[config.mk]
export PLATFORM = sky130hd
export DESIGN_NAME = dds_pio_ftw_rx
export DESIGN_NICKNAME = d
export VERILOG_FILES = /design/src/rtl/dds_pio_ftw_rx.sv
export SDC_FILE = /design/constraint.sdc
export NUM_CORES = 1
export LEC_CHECK = 0
export CORE_UTILIZATION = 40
export DETAILED_ROUTE_END_ITERATION = 10
export PLACE_DENSITY = 0.62
export RECOVER_POWER = 25
export SKIP_LAST_GASP = 1
export SLEW_MARGIN = 20
export SYNTH_ARGS = -nofsm -noshare
export SYNTH_HDL_FRONTEND = slang
export SYNTH_SLANG_ARGS = --single-unit
[constraint.sdc]
create_clock -name clk -period 5.6 [get_ports clk]
set_input_delay 0.84 -clock clk [delete_from_list [all_inputs] [get_ports clk]]
set_output_delay 0.84 -clock clk [all_outputs]
set_load 0.01 [all_outputs]
[src/rtl/dds_pio_ftw_rx.sv]
// dds_pio_ftw_rx: receives a 32-bit frequency tuning word from the HPS over a
// 10-bit toggle-strobed PIO, commits it, and runs a phase accumulator from it.
// PIO word: [9] toggle strobe, [8] start-of-frame, [7:0] data byte (MSB first).
// Handshake: there is no back-pressure. Each change of the toggle bit offers
// exactly one byte, and the block always accepts it. A word whose toggle bit
// is unchanged is never treated as a new byte.
module dds_pio_ftw_rx #(
    parameter int                 PHASE_W     = 32,
    parameter int                 OUT_W       = 10,
    parameter logic [PHASE_W-1:0] DEFAULT_FTW = 32'h0000_0000
) (
    input  logic               clk,
    input  logic               reset,
    input  logic [9:0]         pio_word,
    input  logic               run,
    output logic [PHASE_W-1:0] ftw,
    output logic [OUT_W-1:0]   phase_out,
    output logic               wrap,
    output logic               frame_done,
    output logic               frame_err,
    output logic [7:0]         err_cnt,
    output logic               busy
);

    // Input stage
    logic [9:0]         pio_q;
    logic               tog_prev;
    logic               primed;
    logic               strobe;

    // Decoded byte stage
    logic               stb_q;
    logic               sof_q;
    logic [7:0]         byte_q;

    // Frame FSM state and byte assembly
    logic [1:0]         byte_cnt;
    logic [1:0]         cnt_next;
    logic [31:0]        sh;
    logic               load_hi;
    logic               load_mid;
    logic               load_lo;
    logic               commit;
    logic               done_d;
    logic               err_d;

    // Phase accumulator
    logic [PHASE_W-1:0] phase_acc;
    logic [PHASE_W:0]   acc_sum;

    assign strobe = primed & (pio_q[9] != tog_prev);

    // Register the PIO word and detect toggle edges. In the priming cycle the
    // edge reference is taken from the level pio_q is about to hold, so a
    // toggle level left over from before reset is never seen as a new byte.
    always_ff @(posedge clk) begin
        if (reset) begin
            pio_q    <= '0;
            tog_prev <= 1'b0;
            primed   <= 1'b0;
            stb_q    <= 1'b0;
            sof_q    <= 1'b0;
            byte_q   <= '0;
        end else begin
            pio_q <= pio_word;
            if (!primed) begin
                primed   <= 1'b1;
                tog_prev <= pio_word[9];
            end else begin
                tog_prev <= pio_q[9];
            end
            stb_q  <= strobe;
            sof_q  <= pio_q[8];
            byte_q <= pio_q[7:0];
        end
    end

    // Frame FSM state register (byte_cnt) plus the registered status outputs
    always_ff @(posedge clk) begin
        if (reset) begin
            byte_cnt   <= 2'd0;
            busy       <= 1'b0;
            frame_done <= 1'b0;
            frame_err  <= 1'b0;
            err_cnt    <= 8'h00;
        end else begin
            byte_cnt   <= cnt_next;
            busy       <= (cnt_next != 2'd0);
            frame_done <= done_d;
            frame_err  <= err_d;
            if (err_d && (err_cnt != 8'hFF)) begin
                err_cnt <= err_cnt + 8'd1;
            end
        end
    end

    // Frame FSM next-state: SOF always restarts at byte 1, stray data bytes
    // while idle are dropped, the fourth byte returns to idle.
    always_comb begin
        cnt_next = byte_cnt;
        if (stb_q) begin
            if (sof_q) begin
                cnt_next = 2'd1;
            end else if (byte_cnt != 2'd0) begin
                cnt_next = (byte_cnt == 2'd3) ? 2'd0 : byte_cnt + 2'd1;
            end
        end
    end

    // Frame FSM outputs: byte-lane loads, commit and the error/done pulses
    always_comb begin
        load_hi  = 1'b0;
        load_mid = 1'b0;
        load_lo  = 1'b0;
        commit   = 1'b0;
        done_d   = 1'b0;
        err_d    = 1'b0;
        if (stb_q) begin
            if (sof_q) begin
                load_hi = 1'b1;
                err_d   = (byte_cnt != 2'd0);
            end else begin
                case (byte_cnt)
                    2'd0:    err_d    = 1'b1;
                    2'd1:    load_mid = 1'b1;
                    2'd2:    load_lo  = 1'b1;
                    default: begin
                        commit = 1'b1;
                        done_d = 1'b1;
                    end
                endcase
            end
        end
    end

    // Byte assembly and FTW commit; an SOF discards any partial frame
    always_ff @(posedge clk) begin
        if (reset) begin
            sh  <= '0;
            ftw <= DEFAULT_FTW;
        end else begin
            if (load_hi) begin
                sh <= {byte_q, 24'h000000};
            end
            if (load_mid) begin
                sh[23:16] <= byte_q;
            end
            if (load_lo) begin
                sh[15:8] <= byte_q;
            end
            if (commit) begin
                ftw <= {sh[31:8], byte_q};
            end
        end
    end

    assign acc_sum = {1'b0, phase_acc} + {1'b0, ftw};

    // Phase accumulator; a new FTW never clears phase (phase-continuous switch)
    always_ff @(posedge clk) begin
        if (reset) begin
            phase_acc <= '0;
            wrap      <= 1'b0;
        end else if (run) begin
            phase_acc <= acc_sum[PHASE_W-1:0];
            wrap      <= acc_sum[PHASE_W];
        end else begin
            wrap <= 1'b0;
        end
    end

    assign phase_out = phase_acc[PHASE_W-1 -: OUT_W];

endmodule

==> results of run 1 <==
kinds of logic after synthesis:
family	count (synthesis)
AOI/OAI and AO/OA	201
xor gates and xnor gates	22
adders and majority gates	39
buffers and inverters	60
DFF	124
muxes	12
and+or+nand+nor	279
where the power goes:
group	internal (mW)	switching [mW]
sequential	0.893	0.00946
clock	0.662	0.428
combinational	0.0209	0.0327
cell type report:
type | count | share of cell area, %
tap | 188 | 3.15
clock buffer | 17 | 5.69
timing repair buffer | 69 | 9.05
multi-input combinational | 553 | 46.1
clock inverter | 14 | 2.13
sequential | 124 | 33.2
inverter | 14 | 0.703
sequential cells by signal (all words and copies together), names as in the netlist:
signal,cells
busy,1
byte_cnt,2
byte_q,8
err_cnt,8
frame_done,1
frame_err,1
ftw,32
phase_acc,32
pio_q,10
primed,1
sh,24
sof_q,1
stb_q,1
tog_prev,1
wrap,1
layout by cell type, fill, tap and decap left out, drive strengths merged, types with 5 or more instances in the layout:
cell	count
mux2i	12
o21ai	26
nor3	9
o211ai	5
ha	38
dfxtp	124
o31ai	5
clkbuf	18
nand3	23
o21bai	9
nor2b	25
xor2	14
and3	9
nand2	120
nor2	66
a22oi	17
xnor2	8
inv	20
clkinv	5
and2	6
a21o	12
a211oi	8
clkdlybuf4s50	65
o21a	6
a21oi	78
metrics by stage:
stage                     util, %  worst slack [ns]  hold slack (ns)  total power [mW]
after floorplan                 -              3.03            0.414             0.953
after global placement       45.5              2.81            0.419             0.974
after detailed placement     45.5              2.77            0.422             0.976
after CTS                    49.4              2.86            0.435              2.07
after global routing         49.4              1.44            0.451              2.11
final                        49.4              1.83            0.435              2.05
cell usage after synthesis (3+ instances only):
| library cell | instances |
|---|---|
| xor2_1 | 14 |
| o31ai_1 | 5 |
| and3_1 | 5 |
| inv_1 | 14 |
| o21a_1 | 6 |
| a21o_1 | 12 |
| nand2_1 | 120 |
| nand3_1 | 23 |
| o22ai_1 | 4 |
| and2_1 | 6 |
| nor2b_1 | 25 |
| clkbuf_1 | 30 |
| a22oi_1 | 17 |
| xnor2_1 | 8 |
| o21ai_0 | 24 |
| nor3_1 | 9 |
| ha_1 | 38 |
| dfxtp_1 | 124 |
| a211oi_1 | 7 |
| nand4_1 | 4 |
| nor3b_1 | 3 |
| a21oi_1 | 76 |
| buf_1 | 3 |
| o21bai_1 | 9 |
| buf_4 | 10 |
| a21boi_0 | 4 |
| o211ai_1 | 5 |
| mux2i_1 | 12 |
| nor2_1 | 66 |
final timing paths:
path                            startpoint            end  slack [ns]
worst max-delay path                 reset  phase_acc[28]        1.83
worst min-delay path              pio_q[0]      byte_q[0]        0.43
worst max register to register      ftw[0]  phase_acc[24]        2.85
worst min register to register    pio_q[0]      byte_q[0]        0.43
layer usage:
metal	global-route usage [%]	vias to the layer above	share of wire, %
met5	0	-	0
met4	5.53	0	0.70
met3	4.43	8	4.6
met2	35.7	113	48
met1	25.8	2519	46
li1	-	2684	-
worst reg2reg max path, delay by kind of cell (launching register included):
kind / cells / cell delay [ns]
AO/OA/AOI/OAI: 5 / 0.99
adder cells (fa/ha/maj): 2 / 0.67
AND/OR/NAND/NOR: 2 / 0.67
flip-flops: 1 / 0.33
==> metrics.yaml, run 1 <==
floorplanning:
  dieArea_sq_um: 16000
  io_pins: 67
  placeableCoreArea_sq_um: 15100
  rows: 45
  initial_utilization_pct: 40.9
  die_w_um: 126
  die-height_um: 126
yosys:
  yosysTopAreaCell: "dfxtp_1"
  ys_warn_count: 0
  synth-simple-area-share_pct: 20.7
  yosysSeqAreaShare_pct: 40.1
  synth_area_leaders: "dfxtp_1 (40%), ha_1 (7.7%), nand2_1 (7.3%)"
  ys_ff_latch: 124
  synthMuxAreaShare_pct: 1.94
  synth-edff-count: 0
  synthArstFlopShare_pct: 0
  synthXorXnorAreaFrac_pct: 3.11
  synth_cell_type_count: 67
  synth_ff_type: "dfxtp_1"
  synth_compound_area_share_pct: 21.8
  synth_top_family_by_area: "compound AO/OA/AOI/OAI gates"
  syn_nets: 789
  syn_area_per_cell_sq_um: 8.41
  synthesis.area_sq_um: 6200
  synthCells: 737
  synth.top_cell.area_share_pct: 40.1
  synth_adder_area_share_pct: 8.00
timing:
  rsz0062_at_grt: "false"
  timing_worst_slew_pin_value_ns: 2.53
  finClkSkew_ns: 0.0110
  period_needed_ns: 3.77
  fmax_ghz: 0.265
  hold_viol: 0
  setup-tns-final_ns: 0
  setup_viol: 0
  max_slew_margin_pct: -69.0
  maxSlewViolCount: 55
  finalCritPeriodShare_pct: 67.3
cells_and_area:
  nFillCells: 1428
  final_cell_area_sq_um: 7480
  layout.nets: 831
  final_cells: 979
  drive_gt1_share_pct: 6.32
  regArea_sq_um: 2480
  syn2layout_area_growth_pct: 20.6
  n_antenna_cell: 0
  multi_input_comb_area_sq_um: 3440
setup_path:
  startpoint_type: "input pin"
  worst-path-stages: 5
  crit_chain: "clkbuf_1 > inv_1 > nand3_1 > o31ai_1 > or3b_1"
  rr_worst_depth: 9
  critPathKind: "input pin to register"
  cp_top_family: "buffers and inverters"
  critPathMaxStageDelay_ns: 1.76
  critical_path.max_fanout: 54
  crit_required_ns: 5.88
  end_kind: "register"
  critical_path_buf_inv_count: 2
  slowest_stage: "clkbuf_1"
  arrival_ns: 4.05
clock_network:
  insertion_delay_ns: 0.41
  numCtsBuffers: 17
  clkTransAtPathRegs_ns: 0.06
  htree_levels: 4
  post_cts_buffers: 0
  ctsHoldBuffers: 0
  cts-root-buf: "clkbuf_16"
  clock_sinks: 124
  cts_tree: "yes"
  clockBufferDepth: 2
  post_cts_resized: 0
route:
  first_iter_violations: 356
  drc: 0
  drt_first_pass_iters: 7
  wire_per_inst_um: 16.1
  ant_nets: 0
  post_drt_via_cell_ratio: 5.44
  dr_total_vias: 5324
  wl_um: 15700
global_routing:
  grt_use_total_pct: 20.6
  overflow: 0
  grt_pass1_vias: 5134
  antenna_found_initial: 0
  grt_pass1_wl_um: 25800
  grt_max_degree: 60
run:
  maxCapViolCount: 1
power_and_ir_drop:
  peakVddDrop_mv: 0.303
  pwr_density_cell_nw_per_um2: 274
  p_leak_nw: 2.97
status:
  violations: "max-capacitance violations, max-slew violations"
  status: "finished, violations left"
placement:
  portBuffers: 66
  gp_congestion: 0.906
  placed_area_sq_um: 6890
  dpl.hpwl_um: 11400
  dpl.cell_count: 948
min_path:
  hold_depth: 1
  min_path_type: "register to register"
No activity file was read; power rests on OpenSTA's default activity.
==> inputs of run 2 (changes only) <==
--- a/config.mk
+++ b/config.mk
@@ -7,7 +7,7 @@
 export LEC_CHECK = 0
 export CORE_UTILIZATION = 40
 export DETAILED_ROUTE_END_ITERATION = 10
-export PLACE_DENSITY = 0.62
+export PLACE_DENSITY = 0.64
 export RECOVER_POWER = 25
 export SKIP_LAST_GASP = 1
 export SLEW_MARGIN = 20
==> constraint.sdc (replaced) <==
create_clock -name clk -period 3.1 [get_ports clk]
set_input_delay 0.465 -clock clk [delete_from_list [all_inputs] [get_ports clk]]
set_output_delay 0.465 -clock clk [all_outputs]
set_load 0.01 [all_outputs]
==> metrics.yaml, run 2 (synthesis gave the netlist of run 1 again) <==
run:
  maxCapViolCount: 1  # unchanged
global_routing:
  overflow: 0  # unchanged
  grt_pass1_vias: 4975  # -3.1%
  grt_use_total_pct: 20.0  # -0.56 points
  antenna_found_initial: 0  # unchanged
  grt_pass1_wl_um: 25100  # -2.6%
  grt_max_degree: 43  # -28%
status:
  status: "finished, violations left"
  violations: "max-capacitance violations, max-slew violations"
setup_path:
  arrival_ns: 3.11  # -0.94 ns
  slowest_stage: "clkbuf_1"
  crit_chain: "dlygate4sd3_1 > clkbuf_1 > nand2_1 > o31ai_1"
  end_kind: "register"
  critPathKind: "input pin to register"
  critPathMaxStageDelay_ns: 1.07  # -0.69 ns
  critical_path.max_fanout: 24  # -56%
  crit_required_ns: 3.42  # -2.46 ns
  startpoint_type: "input pin"
clock_network:
  clkTransAtPathRegs_ns: 0.06  # about the same
  post_cts_resized: 0  # unchanged
  numCtsBuffers: 17  # unchanged
  cts-root-buf: "clkbuf_16"
  htree_levels: 4  # unchanged
  clock_sinks: 124  # unchanged
  insertion_delay_ns: 0.42  # about the same
  ctsHoldBuffers: 0  # unchanged
  cts_tree: "yes"
  clockBufferDepth: 2  # unchanged
  post_cts_buffers: 0  # unchanged
route:
  first_iter_violations: 317  # -11%
  wire_per_inst_um: 15.8  # -1.6%
  wl_um: 15600  # -0.99%
  ant_nets: 0  # unchanged
  post_drt_via_cell_ratio: 5.47  # +0.64%
  drc: 0  # unchanged
  drt_first_pass_iters: 5  # -2
  dr_total_vias: 5391  # +1.3%
placement:
  dpl.cell_count: 953  # +0.53%
  gp_congestion: 0.939  # +3.7%
  portBuffers: 66  # unchanged
  dp_slack_ns: 0.406  # -2.36 ns
  dpl.hpwl_um: 11500  # +1.3%
timing:
  hold_viol: 0  # unchanged
  timing_worst_slew_pin_value_ns: 1.62  # -0.913 ns
  fmax_ghz: 0.359
  max_slew_margin_pct: -8.12  # +61 points
  setup_viol: 0  # unchanged
  finClkSkew_ns: 0.0115  # +0.000423 ns
  maxSlewViolCount: 43  # -22%
  fin_ws_ns: 0.315  # -1.52 ns
  rsz0062_at_grt: "false"
  period_needed_ns: 2.78
  finalCritPeriodShare_pct: 89.8
  setup-tns-final_ns: 0  # unchanged
floorplanning:
  die_w_um: 126  # unchanged
  placeableCoreArea_sq_um: 15100  # unchanged
  die-height_um: 126  # unchanged
  io_pins: 67  # unchanged
  dieArea_sq_um: 16000  # unchanged
  rows: 45  # unchanged
  initial_utilization_pct: 40.9  # unchanged
power_and_ir_drop:
  pwr_density_cell_nw_per_um2: 482  # +76%
  p_leak_nw: 2.98  # +0.11%
  peakVddDrop_mv: 0.375  # +24%
cells_and_area:
  top_regs: "ftw: 32 flops, phase_acc: 32 flops, sh: 24 flops"
  n_antenna_cell: 0  # unchanged
  utilization_pct: 49.4  # +0.066 points
  layout.nets: 836  # +0.60%
  final_cells: 985  # +0.61%
  final_common_cell: "dfxtp_1"
  layout_common_cells: "dfxtp_1 (124), nand2_1 (120), a21oi_1 (76)"
  drive_gt1_share_pct: 6.52  # +0.20 points
  syn2layout_area_growth_pct: 20.8
min_path:
  min_path_type: "register to register"
-- run 2: changes by cell type in the layout (fill, tap and decap cells not counted), sizes merged, moves of 2 or more --
| cell | change |
|---|---|
| buf | +4 |
| clkbuf | +4 |
| inv | -4 |
| clkinv | +2 |
-- run 2: path summary, 6_finish.rpt --
kind | start | endpoint | slack, ns | depth (start not counted)
setup / recovery | run | phase_acc[27] | 0.32 | 4
hold / removal | pio_q[2] | byte_q[2] | 0.43 | 1
setup reg to reg | ftw[0] | phase_acc[24] | 0.37 | 9
hold reg to reg | pio_q[2] | byte_q[2] | 0.43 | 1
-- run 2: routing by layer --
| metal | track usage, % | vias up | share of wire, % |
|---|---|---|---|
| li1 | - | 2686 | - |
| met1 | 25.4 | 2536 | 45 |
| met2 | 33.9 | 151 | 48 |
| met3 | 4.34 | 18 | 5.5 |
| met4 | 6.45 | 0 | 1.4 |
| met5 | 0 | - | 0 |
-- run 2: layout make-up --
cell class / instances / area [sq um]
Clock buffer: 20 / 447
Clock inverter: 12 / 116
Fill cell: 1429 / 7660
Inverter: 14 / 52.6
Multi-Input combinational cell: 553 / 3440
Sequential cell: 124 / 2480
Tap cell: 188 / 235
Timing Repair Buffer: 74 / 711
-- run 2: critical path: cells and delay by family --
family          cells  cell delay, ns
buf+inv             2            1.64
simple gates        1            0.62
compound gates      1            0.37
-- run 2: power breakdown --
part | total (mW) | switching (mW) | internal, mW
clock network | 1.88 | 0.750 | 1.13
logic | 0.100 | 0.0602 | 0.0398
registers | 1.63 | 0.0168 | 1.61
-- run 2: metrics by stage --
| stage | power, mW | hold slack [ns] | cell area (sq um) |
|---|---|---|---|
| after floorplan | 1.72 | 0.414 | 6200 |
| after global placement | 1.76 | 0.420 | 6930 |
| after detailed placement | 1.77 | 0.420 | 6930 |
| after CTS | 3.64 | 0.434 | 7490 |
| after global routing | 3.72 | 0.448 | 7490 |
| final | 3.61 | 0.431 | 7490 |
==> inputs of run 3 (changes only) <==
--- a/config.mk
+++ b/config.mk
@@ -5,8 +5,10 @@
 export SDC_FILE = /design/constraint.sdc
 export NUM_CORES = 1
 export LEC_CHECK = 0
+export CORE_MARGIN = 2
 export CORE_UTILIZATION = 40
 export DETAILED_ROUTE_END_ITERATION = 10
+export HOLD_SLACK_MARGIN = 0.05
 export PLACE_DENSITY = 0.64
 export RECOVER_POWER = 25
 export SKIP_LAST_GASP = 1
==> metrics.yaml, run 3 (synthesis gave the netlist of run 1 again) <==
status:
  status: "finished, violations left"
  violations: "max-capacitance violations, max-slew violations"
timing:
  max_slew_margin_pct: -40.7  # -33 points
  timing_worst_slew_pin_value_ns: 2.11  # +0.488 ns
  finClkSkew_ns: 0.00941  # -0.00206 ns
  period_needed_ns: 2.77  # -0.0108 ns
  maxSlewViolCount: 52  # +21%
  hold_viol: 0  # unchanged
  setup-tns-final_ns: 0  # unchanged
  setup_viol: 0  # unchanged
  rsz0062_at_grt: "false"
  fmax_ghz: 0.360  # +0.39%
  finalCritPeriodShare_pct: 89.5  # -0.35 points
setup_path:
  critPathMaxStageDelay_ns: 0.98  # -0.09 ns
  end_kind: "register"
  critical_path_buf_inv_count: 2  # unchanged
  crit_chain: "dlygate4sd3_1 > clkbuf_1 > nand2_1 > o31ai_1"
  cp_top_family: "buffers and inverters"
  critical_path.max_fanout: 19  # -21%
  slowest_stage: "clkbuf_1"
  startpoint: "run"
  r2r-start: "ftw[0]"
  reg2reg_slack_ns: 0.37  # about the same
  startpoint_type: "input pin"
  arrival_ns: 3.10  # about the same
  rr_endpoint: "phase_acc[24]"
  rr_worst_depth: 9  # unchanged
  critPathKind: "input pin to register"
  crit_required_ns: 3.43  # about the same
route:
  drt_first_pass_iters: 5  # unchanged
  dr_total_vias: 5445  # +1.0%
  wl_um: 15900  # +2.1%
  ant_nets: 0  # unchanged
  drc: 0  # unchanged
  first_iter_violations: 383  # +21%
  post_drt_via_cell_ratio: 5.53  # +1.1%
  wire_per_inst_um: 16.2  # +2.2%
floorplanning:
  rows: 45  # unchanged
  io_pins: 67  # unchanged
  placeableCoreArea_sq_um: 15100  # unchanged
  die_w_um: 128  # +1.6%
  die-height_um: 128  # +1.6%
  dieArea_sq_um: 16500  # +3.2%
  initial_utilization_pct: 40.9  # unchanged
cells_and_area:
  layout.nets: 835  # -0.12%
  final_cell_area_sq_um: 7550  # +0.92%
  drive_gt1_share_pct: 6.78  # +0.26 points
  final_cells: 984  # -0.10%
  final_common_cell: "dfxtp_1"
  syn2layout_area_growth_pct: 21.9
  n_antenna_cell: 0  # unchanged
  top_regs: "ftw: 32 flops, phase_acc: 32 flops, sh: 24 flops"
  layout_common_cells: "dfxtp_1 (124), nand2_1 (120), a21oi_1 (76)"
  utilization_pct: 49.9  # +0.45 points
  nFillCells: 1418  # -0.77%
power_and_ir_drop:
  swShare_pct: 21.4  # -1.5 points
  p_clk_share_pct: 54.8  # +2.7 points
  power_mw: 3.83  # +6.1%
  pwr-share-seq_pct: 42.6  # -2.6 points
  pwr_density_cell_nw_per_um2: 507  # +5.1%
  power_frac_comb_pct: 2.6  # -0.2 points
  internal_power_mw: 3.01  # +8.2%
  p_leak_nw: 3.00  # +0.89%
  peakVddDrop_mv: 0.395  # +5.2%
  p_sw_mw: 0.818  # -1.1%
clock_network:
  cts-root-buf: "clkbuf_16"
  clkTransAtPathRegs_ns: 0.06  # about the same
  ctsHoldBuffers: 0  # unchanged
  cts_tree: "yes"
  insertion_delay_ns: 0.42  # about the same
  post_cts_resized: 0  # unchanged
  post_cts_buffers: 0  # unchanged
  htree_levels: 4  # unchanged
  clock_sinks: 124  # unchanged
  numCtsBuffers: 17  # unchanged
  clockBufferDepth: 2  # unchanged
global_routing:
  gr-max-usage-layer: "met2"
  antenna_found_initial: 0  # unchanged
  grtUsageMet2_pct: 34.2  # +0.30 points
  grt_max_degree: 52  # +21%
  use_met1_pct: 24.2  # -1.2 points
  grt_pass1_wl_um: 26000  # +3.4%
  use_met3_pct: 4.82  # +0.48 points
  grt_use_total_pct: 19.9  # -0.14 points
  overflow: 0  # unchanged
  grt_pass1_vias: 5161  # +3.7%
min_path:
  hold_end: "phase_acc[9]"
  hold_path.startpoint: "reset"
  hold_depth: 2  # +1
  min_path_type: "input pin to register"
placement:
  portBuffers: 66  # unchanged
  dpl.cell_count: 952  # -0.10%
  gp_congestion: 0.921  # -1.9%
  placed_area_sq_um: 6920  # -0.11%
  dpl.hpwl_um: 11600  # +0.46%
run:
  maxCapViolCount: 1  # unchanged
-- run 3: power by group through the flow --
| stage | Combinational, mW | Sequential [mW] | Clock, mW |
|---|---|---|---|
| floorplan | 0.0649 | 1.66 | 0 |
| global placement | 0.0989 | 1.66 | 0 |
| detailed placement | 0.101 | 1.66 | 0 |
| CTS | 0.101 | 1.63 | 2.13 |
| global route | 0.111 | 1.63 | 2.20 |
| finish | 0.101 | 1.63 | 2.10 |
-- run 3: layout make-up --
cell class	instances	area (sq um)	area share (%)
Multi-Input combinational cell	553	3440	45.6
Sequential cell	124	2480	32.9
Timing Repair Buffer	73	703	9.31
Clock inverter	11	156	2.07
Tap cell	188	235	3.11
Inverter	14	52.6	0.696
Clock buffer	21	480	6.36
-- run 3: how the worst max path moves through the flow --
stage                    endpoint  slack, ns  cells after the start
floorplan           phase_acc[24]       0.53                      9
global placement    phase_acc[24]       0.43                      9
detailed placement  phase_acc[24]       0.39                      9
CTS                 phase_acc[24]       0.37                      9
global route        phase_acc[29]       0.18                      4
finish              phase_acc[16]       0.33                      4
-- run 3: worst register-to-register path: cells and delay by family (launching register included) --
| kind | cells | cell delay (ns) |
|---|---|---|
| AOI/OAI and AO/OA | 5 | 0.97 |
| adders and majority gates | 2 | 0.67 |
| and+or+nand+nor | 2 | 0.66 |
| DFF | 1 | 0.32 |
-- run 3: metrics by stage --
| step | setup WS [ns] | hold WS [ns] |
|---|---|---|
| after floorplan | 0.530 | 0.414 |
| after global placement | 0.430 | 0.419 |
| after detailed placement | 0.390 | 0.422 |
| after CTS | 0.368 | 0.406 |
| after global routing | 0.177 | 0.419 |
| final | 0.326 | 0.421 |
-- run 3: metal layers --
layer | part of all wire (%) | up-vias
met1 | 44 | 2589
met3 | 4.9 | 24
li1 | - | 2688
met4 | 1.9 | 0
met2 | 49 | 144
met5 | 0 | -
